$ cat config.mk
export PLATFORM = sky130hd
export DESIGN_NAME = cam_sccb_config
export DESIGN_NICKNAME = d
export VERILOG_FILES = /design/src/rtl/cam_pkg.sv /design/src/rtl/sccb_qtr_tick.sv /design/src/rtl/cam_sccb_config.sv
export SDC_FILE = /design/constraint.sdc
export NUM_CORES = 1
export LEC_CHECK = 0
export CAP_MARGIN = 20
export CORE_AREA = 2 2 129 131
export CTS_CLUSTER_SIZE = 16
export DETAILED_ROUTE_END_ITERATION = 12
export DIE_AREA = 0 0 131 133
export PLACE_DENSITY = 0.42
export SETUP_SLACK_MARGIN = 0.5
export SKIP_CTS_REPAIR_TIMING = 1
export SLEW_MARGIN = 20
export SYNTH_ARGS = -nofsm -noshare
export SYNTH_HDL_FRONTEND = slang
export SYNTH_SLANG_ARGS = --single-unit
$ cat constraint.sdc
create_clock -name CLK -period 3.3 [get_ports CLK]
set_input_delay 0.33 -clock CLK [delete_from_list [all_inputs] [get_ports CLK]]
set_output_delay 0.33 -clock CLK [all_outputs]
set_load 0.1 [all_outputs]
$ cat src/rtl/cam_pkg.sv
// Shared types and constants for the camera SCCB register loader.
package cam_pkg;

    typedef enum logic [3:0] {
        ST_IDLE,
        ST_FETCH,
        ST_FETCH_WAIT,
        ST_DECODE,
        ST_START,
        ST_BITS,
        ST_STOP,
        ST_GAP,
        ST_DELAY,
        ST_DONE
    } cam_state_e;

    typedef struct packed {
        logic [7:0] reg_addr;
        logic [7:0] value;
    } tbl_entry_t;

    localparam logic [15:0] END_MARK     = 16'hFFFF;
    localparam logic [15:0] DELAY_MARK   = 16'hF0F0;
    localparam logic [7:0]  DEF_DEV_ADDR = 8'h42;
    localparam int unsigned FRAME_BITS   = 27;

    // Three bytes, each followed by a released (logic 1) don't-care slot.
    function automatic logic [FRAME_BITS-1:0] sccb_frame(input logic [7:0] dev,
                                                        input tbl_entry_t entry);
        return {dev, 1'b1, entry.reg_addr, 1'b1, entry.value, 1'b1};
    endfunction

endpackage

$ cat src/rtl/sccb_qtr_tick.sv
// Enable-gated divider producing a one-cycle pulse every QTR_DIV cycles.
module sccb_qtr_tick #(
    parameter int unsigned QTR_DIV = 125
) (
    input  logic CLK,
    input  logic RST_N,
    input  logic en,
    output logic tick_c
);

    localparam int unsigned CW = (QTR_DIV > 1) ? $clog2(QTR_DIV) : 1;

    logic [CW-1:0] cnt;

    always_ff @(posedge CLK or negedge RST_N) begin
        if (!RST_N) begin
            cnt <= '0;
        end else if (!en) begin
            cnt <= '0;
        end else if (cnt == CW'(QTR_DIV - 1)) begin
            cnt <= '0;
        end else begin
            cnt <= cnt + CW'(1);
        end
    end

    assign tick_c = en && (cnt == CW'(QTR_DIV - 1));

endmodule

$ cat src/rtl/cam_sccb_config.sv
// Walks an external register ROM and writes each entry to the camera over SCCB.
module cam_sccb_config
    import cam_pkg::*;
#(
    parameter int unsigned CLK_HZ       = 50_000_000,
    parameter int unsigned SCCB_HZ      = 100_000,
    parameter logic [7:0]  DEV_ADDR     = DEF_DEV_ADDR,
    parameter int unsigned NUM_REGS     = 128,
    parameter int unsigned DELAY_CYCLES = 500_000,
    localparam int unsigned AW          = $clog2(NUM_REGS)
) (
    input  logic          CLK,
    input  logic          RST_N,
    input  logic          start,
    output logic [AW-1:0] tbl_addr,
    input  logic [15:0]   tbl_data,
    output logic          sioc,
    output logic          siod_out,
    output logic          siod_oe,
    output logic          busy,
    output logic          done,
    output logic [7:0]    reg_count
);

    localparam int unsigned QTR_DIV = CLK_HZ / (4 * SCCB_HZ);
    localparam int unsigned DW      = (DELAY_CYCLES > 1) ? $clog2(DELAY_CYCLES) : 1;

    cam_state_e            state, state_d;
    logic [AW-1:0]         addr_d;
    logic                  sioc_d, oe_d, busy_d, done_d;
    logic [7:0]            cnt_d;
    logic [1:0]            qcnt, qcnt_d;
    logic [4:0]            bit_cnt, bit_d;
    logic [FRAME_BITS-1:0] shreg, sh_d;
    logic [DW-1:0]         dcnt, dcnt_d;
    logic                  adv;
    logic                  qtick_c;

    sccb_qtr_tick #(
        .QTR_DIV (QTR_DIV)
    ) u_qtr_tick (
        .CLK    (CLK),
        .RST_N  (RST_N),
        .en     (busy),
        .tick_c (qtick_c)
    );

    always_ff @(posedge CLK or negedge RST_N) begin
        if (!RST_N) begin
            state     <= ST_IDLE;
            tbl_addr  <= '0;
            sioc      <= 1'b1;
            siod_out  <= 1'b0;
            siod_oe   <= 1'b0;
            busy      <= 1'b0;
            done      <= 1'b0;
            reg_count <= '0;
            qcnt      <= '0;
            bit_cnt   <= '0;
            shreg     <= '0;
            dcnt      <= '0;
        end else begin
            state     <= state_d;
            tbl_addr  <= addr_d;
            sioc      <= sioc_d;
            siod_out  <= 1'b0;
            siod_oe   <= oe_d;
            busy      <= busy_d;
            done      <= done_d;
            reg_count <= cnt_d;
            qcnt      <= qcnt_d;
            bit_cnt   <= bit_d;
            shreg     <= sh_d;
            dcnt      <= dcnt_d;
        end
    end

    always_comb begin
        state_d = state;
        addr_d  = tbl_addr;
        sioc_d  = sioc;
        oe_d    = siod_oe;
        busy_d  = busy;
        done_d  = done;
        cnt_d   = reg_count;
        qcnt_d  = qcnt;
        bit_d   = bit_cnt;
        sh_d    = shreg;
        dcnt_d  = dcnt;
        adv     = 1'b0;

        unique case (state)
            ST_IDLE, ST_DONE: begin
                sioc_d = 1'b1;
                oe_d   = 1'b0;
                if (start) begin
                    state_d = ST_FETCH;
                    addr_d  = '0;
                    done_d  = 1'b0;
                    cnt_d   = '0;
                    busy_d  = 1'b1;
                end
            end
            ST_FETCH:      state_d = ST_FETCH_WAIT;
            ST_FETCH_WAIT: state_d = ST_DECODE;
            ST_DECODE: begin
                if (tbl_data == END_MARK) begin
                    state_d = ST_DONE;
                    busy_d  = 1'b0;
                    done_d  = 1'b1;
                end else if (tbl_data == DELAY_MARK) begin
                    state_d = ST_DELAY;
                    dcnt_d  = '0;
                end else begin
                    sh_d    = sccb_frame(DEV_ADDR, tbl_entry_t'(tbl_data));
                    qcnt_d  = '0;
                    state_d = ST_START;
                end
            end
            // Start condition: SIOD low under a high SIOC, then SIOC low for a quarter.
            ST_START: begin
                if (qtick_c) begin
                    unique case (qcnt)
                        2'd0: begin
                            oe_d   = 1'b1;
                            qcnt_d = 2'd1;
                        end
                        2'd1: begin
                            sioc_d = 1'b0;
                            qcnt_d = 2'd2;
                        end
                        default: begin
                            state_d = ST_BITS;
                            qcnt_d  = '0;
                            bit_d   = '0;
                            oe_d    = ~shreg[FRAME_BITS-1];
                        end
                    endcase
                end
            end
            ST_BITS: begin
                if (qtick_c) begin
                    qcnt_d = qcnt + 2'd1;
                    unique case (qcnt)
                        2'd0: sioc_d = 1'b1;
                        2'd1: sioc_d = 1'b1;
                        2'd2: sioc_d = 1'b0;
                        default: begin
                            if (bit_cnt == 5'(FRAME_BITS - 1)) begin
                                state_d = ST_STOP;
                                oe_d    = 1'b1;
                            end else begin
                                bit_d = bit_cnt + 5'd1;
                                sh_d  = {shreg[FRAME_BITS-2:0], 1'b1};
                                oe_d  = ~shreg[FRAME_BITS-2];
                            end
                        end
                    endcase
                end
            end
            ST_STOP: begin
                if (qtick_c) begin
                    unique case (qcnt)
                        2'd0: begin
                            sioc_d = 1'b1;
                            qcnt_d = 2'd1;
                        end
                        2'd1: begin
                            oe_d   = 1'b0;
                            qcnt_d = 2'd2;
                        end
                        default: begin
                            cnt_d   = (reg_count == 8'hFF) ? reg_count : reg_count + 8'd1;
                            qcnt_d  = '0;
                            state_d = ST_GAP;
                        end
                    endcase
                end
            end
            ST_GAP: begin
                if (qtick_c) begin
                    if (qcnt == 2'd3) adv = 1'b1;
                    else              qcnt_d = qcnt + 2'd1;
                end
            end
            ST_DELAY: begin
                if (dcnt == DW'(DELAY_CYCLES - 1)) adv = 1'b1;
                else                               dcnt_d = dcnt + DW'(1);
            end
            default: state_d = ST_IDLE;
        endcase

        // Next table entry, or finish when the last index has been consumed.
        if (adv) begin
            if (tbl_addr == AW'(NUM_REGS - 1)) begin
                state_d = ST_DONE;
                busy_d  = 1'b0;
                done_d  = 1'b1;
            end else begin
                addr_d  = tbl_addr + AW'(1);
                state_d = ST_FETCH;
            end
        end
    end

endmodule

After elaboration in Yosys (flattened, before gate mapping)

Cells that the tools add are included.

Input port bits: 19
Output and inout bits: 20
Logic and storage cells: 166
Flip-flop bits (word level): 83

Bitwise gates (word level): 2
Eq/ne operators: 49
Mux-type cells: 75
Reduce and logical (&&, ||, !) cells: 22
$add $sub $neg: 6

Operators with widths:

| kind                    | count |
|---|---|
| $mux W27                | 5 |
| $mux W19                | 3 |
| $pmux W27 S2            | 1 |
| $mux W4                 | 12 |
| $mux W7                 | 6 |
| $ne A2 B2 Y1 const B    | 19 |
| $pmux W19 S2            | 1 |
| $eq A16 B16 Y1 const B  | 2 |
| $mux W8                 | 4 |
| $pmux W4 S8             | 1 |
| $ne A3 B3 Y1 const B    | 9 |
| $mux W5                 | 5 |
| $reduce_and A7 Y1       | 3 |
| $mux W1                 | 20 |
| $add A19 B1 Y19 const B | 1 |
| $eq A19 B19 Y1 const B  | 1 |
| $eq A4 B3 Y1 const B    | 4 |
| $pmux W8 S2             | 1 |
| $add A7 B1 Y7 const B   | 2 |
| $eq A7 B7 Y1 const B    | 2 |
| $mux W2                 | 6 |
| $reduce_and A6 Y1       | 2 |
| $pmux W1 S2             | 5 |
| $pmux W5 S2             | 1 |
| 25 further kinds        | 38 |

Logic depth before layout (Yosys ltp)

Gate-level depths: netlist of run 1.

Word-level depth: 6
Mapped depth: 8
Gate-level depth less buffers: 7

Cells and area by module

Synthesis of run 1 repeated with hierarchy kept, for this count alone.

Cell total of the unflattened synthesis: 499
Area total of the unflattened synthesis: 4,644.5 um^2

By module, submodules not included:

| module          | instances | area each (um^2) | seq. area each (um^2) | cells each |
|---|---|---|---|---|
| cam_sccb_config | 1         | 4,307.9          | 1,903.1               | 464 |
| sccb_qtr_tick   | 1         | 336.6            | 175.2                 | 35 |

Least setup slack after synthesis of run 1

No wires, ideal clock.

Kind: reg2reg
Start point: register busy
End point: register shreg[21]
Path slack: 0.638 ns
Cell stages (with the launch flop): 6
Arrival time: 2.535 ns
Library setup time: 0.128 ns
Data required time: 3.172 ns
Clock period less this slack: 2.662 ns
Path buffers: 1
Path through: dfrtp_1 -> and3_1 -> nand2_1 -> a2111oi_4 -> buf_6 -> mux2_1

Cells in the longest elaborated chain, start to end: 3

RTL lines:

| item                        | RTL line              | text |
|---|---|---|
| start, declared             | cam_sccb_config.sv:20 | `output logic busy,` |
| start signal, assigned      | cam_sccb_config.sv:68 | `busy <= busy_d;` |
| $logic_and A1 B1 Y1         | sccb_qtr_tick.sv:27   | `assign tick_c = en && (cnt == CW'(QTR_DIV - 1));` |
| $ne A2 B2 Y1 (no line)      | n/a                   |  |
| $reduce_and A6 Y1 (no line) | n/a                   |  |
| end signal, assigned        | cam_sccb_config.sv:60 | `shreg <= '0;` |
| end signal, assigned        | cam_sccb_config.sv:73 | `shreg <= sh_d;` |
| end, declared               | cam_sccb_config.sv:34 | `logic [FRAME_BITS-1:0] shreg, sh_d;` |

No other way between the ends.
A chain may end at the register's enable or synchronous reset.

Worst setup path in the final report of run 1

Start point: register dcnt[12]
End point: register dcnt[17]

Cells in the longest elaborated chain, start to end: 3
Elaborated cells between the ends (all ways): 6
Classes of those cells: add/sub (1); eq/ne (2); mux (2); reduce/logical (1)

RTL lines:

| item                                                     | RTL line                                       | text |
|---|---|---|
| start, declared                                          | cam_sccb_config.sv:35                          | `logic [DW-1:0] dcnt, dcnt_d;` |
| start signal, assigned                                   | cam_sccb_config.sv:74                          | `dcnt <= dcnt_d;` |
| $add A19 B1 Y19 / $eq A19 B19 Y1 (equally long branches) | cam_sccb_config.sv:188, cam_sccb_config.sv:187 |  |
| $mux W19 / $ne A2 B2 Y1 (equally long branches)          | n/a                                            |  |
| $pmux W19 S2 / $reduce_and A4 Y1 (equally long branches) | n/a                                            |  |

Several ways; a longest one is shown, not always the timed one. The select of a mux whose other input is x is not followed.

==> flow_summary.json, run 1 <==
{
  "multi_input_area_um2": 2440,
  "diodes": 0,
  "syn_to_final_growth_pct": 19.7,
  "chipHeight_um": 133,
  "peakVddDrop_mv": 0.399,
  "slew_headroom_pct": 35.2,
  "synth.cell_area_um2": 4710,
  "hold_ws_ps": 25.7,
  "power_density_nw_per_um2": 754,
  "syn_area_per_cell_um2": 9.42,
  "cp_max_fo": 14,
  "finalSetupTns_ps": 0,
  "critPathArrivalTime_ps": 2680,
  "syn-num-nets": 531,
  "utilization_pct": 34.9,
  "rrSetupSlack_ps": 830,
  "path_clk_slew_ps": 70,
  "final_cells": 760,
  "synth_edf_count": 0,
  "port_buffers": 37,
  "grt_antenna_before_repair": 0,
  "synth_cell_types": 65,
  "routed_wl_mm": 10.9,
  "cts_tree": "yes",
  "place_congestion": 0.778,
  "r2r_start": "dcnt[12]",
  "cts_buffers": 9,
  "die_w_um": 131,
  "start_kind": "flip-flop",
  "finalSetupViolations": 0,
  "synth_seq_cells": 83,
  "yosys.area.top_type": "dfrtp_1",
  "syn_inst": 500,
  "dp_cells": 744,
  "drt_iter0_markers": 126,
  "tightest_slew_ps": 969,
  "finalCritPeriodShare_pct": 74.8,
  "final_cell_mix": "85 x nand2_1, 82 x dfrtp_1, 36 x clkdlybuf4s50_1, 35 x nor2_1, 24 x o21ai_0",
  "layout.nets": 566,
  "synth_flop_cell": "dfrtp_1",
  "reg2reg_to": "dcnt[17]",
  "first_pass_iters": 4,
  "fillers": 1682,
  "synthArstFlopShare_pct": 100,
  "drv_cap": 0,
  "cts.sinks": 83,
  "worstHoldPathType": "in -> async",
  "worstPathRequired_ps": 3510,
  "grt_pass1_vias": 3734,
  "skew_ps": 7.53,
  "rsz0062_at_grt": "false",
  "fmax_ghz": 0.405,
  "reg2regPathDepth": 6,
  "worstSetupEndpointType": "flip-flop",
  "synth_warnings": 0,
  "htreeDepth": 3,
  "dp_hpwl_mm": 7.61,
  "stdcell_area_um2": 5640,
  "critPathLaunch": "dcnt[12]",
  "cts_root_buf": "clkbuf_16",
  "clk_latency_ps": 350,
  "slew_violations": 0,
  "vias": 3773,
  "io_pins": 39,
  "drc_errors": 0,
  "yosysSeqAreaShare_pct": 44.1,
  "num_rows": 47,
  "final_common_cell": "nand2_1",
  "grt_start_max_net_pins": 50,
  "status": "finished, final reports clean",
  "yosysTopAreaCellShare_pct": 43.6,
  "initial_utilization_pct": 29.1,
  "grt_pass1_wl_mm": 19.1,
  "via_per_inst": 4.96,
  "cts.path.max_buffers": 2,
  "die_area_um2": 17400,
  "yosys-top-cells-area": "dfrtp_1 44%, nand2_1 6.8%, ha_1 3.2%",
  "path_class": "reg -> reg",
  "grt_usage_pct": 13.9,
  "wl_per_cell_um": 14.4,
  "hold_viol": 0,
  "leakagePower_uw": 0.00232,
  "gr-total-overflow": 0,
  "ant_nets": 0,
  "core_area_um2": 16200,
  "min_period_ps": 2470,
  "dpl-instance-area_um2": 5330,
  "seq_area_um2": 2080,
  "drive_above_1_share_pct": 10.2
}
stage by stage:
stage,power (uW),setup WS [ps]
floorplan,2830,638
global placement,3220,785
detailed placement,3240,727
CTS,4310,795
global route,4550,640
finish,4250,833
cell usage after synthesis, types with 3 or more instances:
library cell  count
and4_1            5
nor2b_1           3
nand2b_1          5
o2111ai_1         4
mux2_4           10
or3_1             8
mux2_2           10
o31ai_1           7
xor2_1            9
inv_1            20
clkbuf_1         13
buf_2             6
o211ai_1          7
nand3_1          23
a21oi_1          21
nand4_1          13
or4_1             9
nor2_1           35
ha_1             12
and3_1           10
o21ai_0          24
mux2i_1          14
dfrtp_1          82
nand2_1          85
xnor2_1           4
and2_1            9
where the power goes:
part / switching (uW) / internal [uW]
combinational: 973 / 674
sequential: 275 / 1280
clock: 419 / 627
flip-flops by register name, indices dropped and copies added (netlist names):
signal	count
shreg	27
sioc	1
u_qtr_tick.cnt	7
tbl_addr	7
busy	1
dcnt	19
qcnt	2
bit_cnt	5
state	4
done	1
reg_count	8
siod_oe	1
critical path, stage by stage, from the launching register on:
cell     delay, ps
dfrtp_1        440
nor4b_1        330
nand4_1        380
o21ai_1        610
buf_4          290
and2_1         180
o41ai_1         90
cells by family (layout without fill, tap and decap cells):
logic type      after synthesis  count (layout)  synth area share [%]
simple gates                219             219                  23.8
other cells                   1               1                0.0796
buf+inv                      44              84                  4.06
xor+xnor                     13              13                  2.42
flops                        83              83                  44.1
fa+ha+maj                    12              12                  3.19
mux                          36              36                  9.03
compound gates               92              92                  13.3
worst max path at each step:
stage,end,slack [ps],cells after the start
after floorplan,shreg[21],640,5
after global placement,shreg[23],780,7
after detailed placement,dcnt[17],730,6
after CTS,dcnt[17],800,6
after global routing,dcnt[17],640,6
final,dcnt[17],830,6
metal layers:
layer  GRT usage (%)  part of all wire (%)  vias to the layer above
li1                -                     -                     1860
met1            19.1                    49                     1832
met2            21.5                    46                       68
met3            3.80                   3.7                       13
met4            3.72                   1.3                        0
met5               0                     0                        -
layout make-up:
cell class | instances | share of cell area (%)
Tap cell | 220 | 4.88
Multi-Input combinational cell | 373 | 43.3
Clock buffer | 12 | 4.55
Inverter | 20 | 1.33
Clock inverter | 4 | 0.866
Timing Repair Buffer | 48 | 8.21
Sequential cell | 83 | 36.9
Note: power is estimated with default switching activity, not from simulation.
==> run 2, diff against run 1 <==
- clock period: 3.3 -> 2.6 ns (I/O delays scaled with it)
==> flow_summary.json, run 2 (same netlist as run 1, synthesis figures left out) <==
{
  "largest_reg_flops": 27,
  "dp_hpwl_mm": 7.77,
  "finalCritPeriodShare_pct": 85.2,
  "cts_tree": "yes",
  "path_class": "reg -> reg",
  "leakagePower_uw": 0.00259,
  "final_common_cell": "nand2_1",
  "finalSetupViolations": 0,
  "worstPathCellList": "inv_1 > ha_2 > and4_4 > and3_4 > nand2_4 > a2111oi_4 > buf_4 > buf_12 > mux2_4",
  "grt_pass1_wl_mm": 19.0,
  "drt_iter0_markers": 203,
  "cts.path.max_buffers": 2,
  "status": "finished, violations left",
  "power_density_nw_per_um2": 955,
  "core_area_um2": 16200,
  "place_congestion": 0.769,
  "combPwrFrac_pct": 43.0,
  "critPathLaunch": "u_qtr_tick.cnt[0]",
  "cts_buffers": 9,
  "reg2regPathDepth": 9,
  "hold_viol": 40,
  "htreeDepth": 3,
  "drv_cap": 0,
  "critPathArrivalTime_ps": 2440,
  "vias": 3866,
  "routed_wl_mm": 11.6,
  "reg2reg_to": "shreg[16]",
  "cp-endpoint": "shreg[16]",
  "worstPathRequired_ps": 2830,
  "rrSetupSlack_ps": 380,
  "start_kind": "flip-flop",
  "finalPower_uw": 5820,
  "layout.nets": 600,
  "die_area_um2": 17400,
  "syn_to_final_growth_pct": 29.4,
  "p_sw_share_pct": 38.6,
  "drt-met1-wl_mm": 5.79,
  "worstHoldPathType": "in -> async",
  "rsz0062_at_grt": "true",
  "power_switching_uw": 2250,
  "clk_latency_ps": 340,
  "drive_above_1_share_pct": 26.3,
  "chipHeight_um": 133,
  "cp_slowest_stage_delay_ps": 400,
  "finalSetupTns_ps": 0,
  "initial_utilization_pct": 29.1,
  "port_buffers": 37,
  "reg_top3": "shreg (27), dcnt (19), reg_count (8)",
  "wl_per_cell_um": 14.7,
  "final_cell_mix": "83 x nand2_1, 69 x dfrtp_1, 56 x buf_4, 33 x nor2_1, 24 x o21ai_0",
  "cp_max_fo": 12,
  "largest_register": "shreg",
  "gr-total-overflow": 0,
  "r2r_start": "u_qtr_tick.cnt[0]",
  "top_layer": "met4",
  "via_per_inst": 4.87,
  "diodes": 0,
  "wl_met3_um": 391,
  "clock_power_share_pct": 23.4,
  "hold_ws_ps": -14.6,
  "first_pass_iters": 4,
  "fmax_ghz": 0.451,
  "tightest_slew_ps": 739,
  "wl_met2_mm": 5.33,
  "violations": "negative hold slack",
  "p_int_uw": 3580,
  "grt_start_max_net_pins": 54,
  "critPathSlowestCell": "dfrtp_1",
  "grt_pass1_vias": 3636,
  "cts.sinks": 83,
  "grt_antenna_before_repair": 0,
  "power_frac_seq_pct": 33.6,
  "die_w_um": 131,
  "slew_headroom_pct": 50.7,
  "path_clk_slew_ps": 60,
  "skew_ps": 6.28,
  "cts_root_buf": "clkbuf_16",
  "ant_nets": 0,
  "num_rows": 47,
  "slew_violations": 0,
  "fillers": 1607,
  "grt_usage_pct": 13.8,
  "min_period_ps": 2220,
  "peakVddDrop_mv": 0.508,
  "io_pins": 39,
  "worstSetupEndpointType": "flip-flop",
  "drc_errors": 0
}
## run 2: changes by cell type in the layout (fill, tap and decap cells not counted), moves of 7 or more
| cell | change |
|---|---|
| mux2_2 | -7 |
| clkdlybuf4s50_1 | -19 |
| buf_4 | +45 |
| dfrtp_1 | -13 |
| dfrtp_2 | +12 |
| mux2_4 | +9 |
## run 2: worst min-delay path by stage
stage | start | endpoint | depth (start not counted)
after floorplan | RST_N | bit_cnt[0] | 0
after global placement | RST_N | dcnt[14] | 1
after detailed placement | RST_N | dcnt[13] | 1
after CTS | RST_N | dcnt[13] | 1
after global routing | RST_N | dcnt[14] | 1
final | RST_N | dcnt[13] | 1
## run 2: cell type report
class | instances | area, um^2 | area share [%]
Clock buffer | 13 | 270 | 4.43
Clock inverter | 3 | 45.0 | 0.739
Inverter | 20 | 75.1 | 1.23
Multi-Input combinational cell | 373 | 2610 | 42.8
Sequential cell | 83 | 2100 | 34.4
Tap cell | 220 | 275 | 4.52
Timing Repair Buffer | 82 | 722 | 11.8
## run 2: power groups by stage
stage               logic (uW)  clock network (uW)  registers (uW)
CTS                       2170                1410            1960
finish                    2500                1360            1960
detailed placement        2160                   0            1980
global route              2720                1480            2010
global placement          2140                   0            1980
floorplan                 1340                   0            2260
## run 2: stage by stage
step           instances  hold slack [ps]  utilization [%]  area [um^2]  setup slack, ps
2_1_floorplan        500            -35.6                -         4730              353
6_report             794            -14.6             37.7         6090              384
4_1_cts              769             9.15             35.2         5700              306
5_1_grt              794             28.6             37.7         6090              275
3_3_place_gp         753              391             33.3         5390              254
3_5_place_dp         753              388             33.3         5390              213
## run 2: critical path, delay by kind of cell, from the launching register on
kind | cells | cell delay, ps
compound gates | 1 | 350
buf+inv | 3 | 420
fa+ha+maj | 1 | 150
flops | 1 | 400
mux | 1 | 300
simple gates | 3 | 460
## run 2: layer usage
layer,GRT usage (%),up-vias
met5,0,-
met4,3.01,0
met3,3.88,10
met2,21.0,55
met1,19.4,1876
li1,-,1925
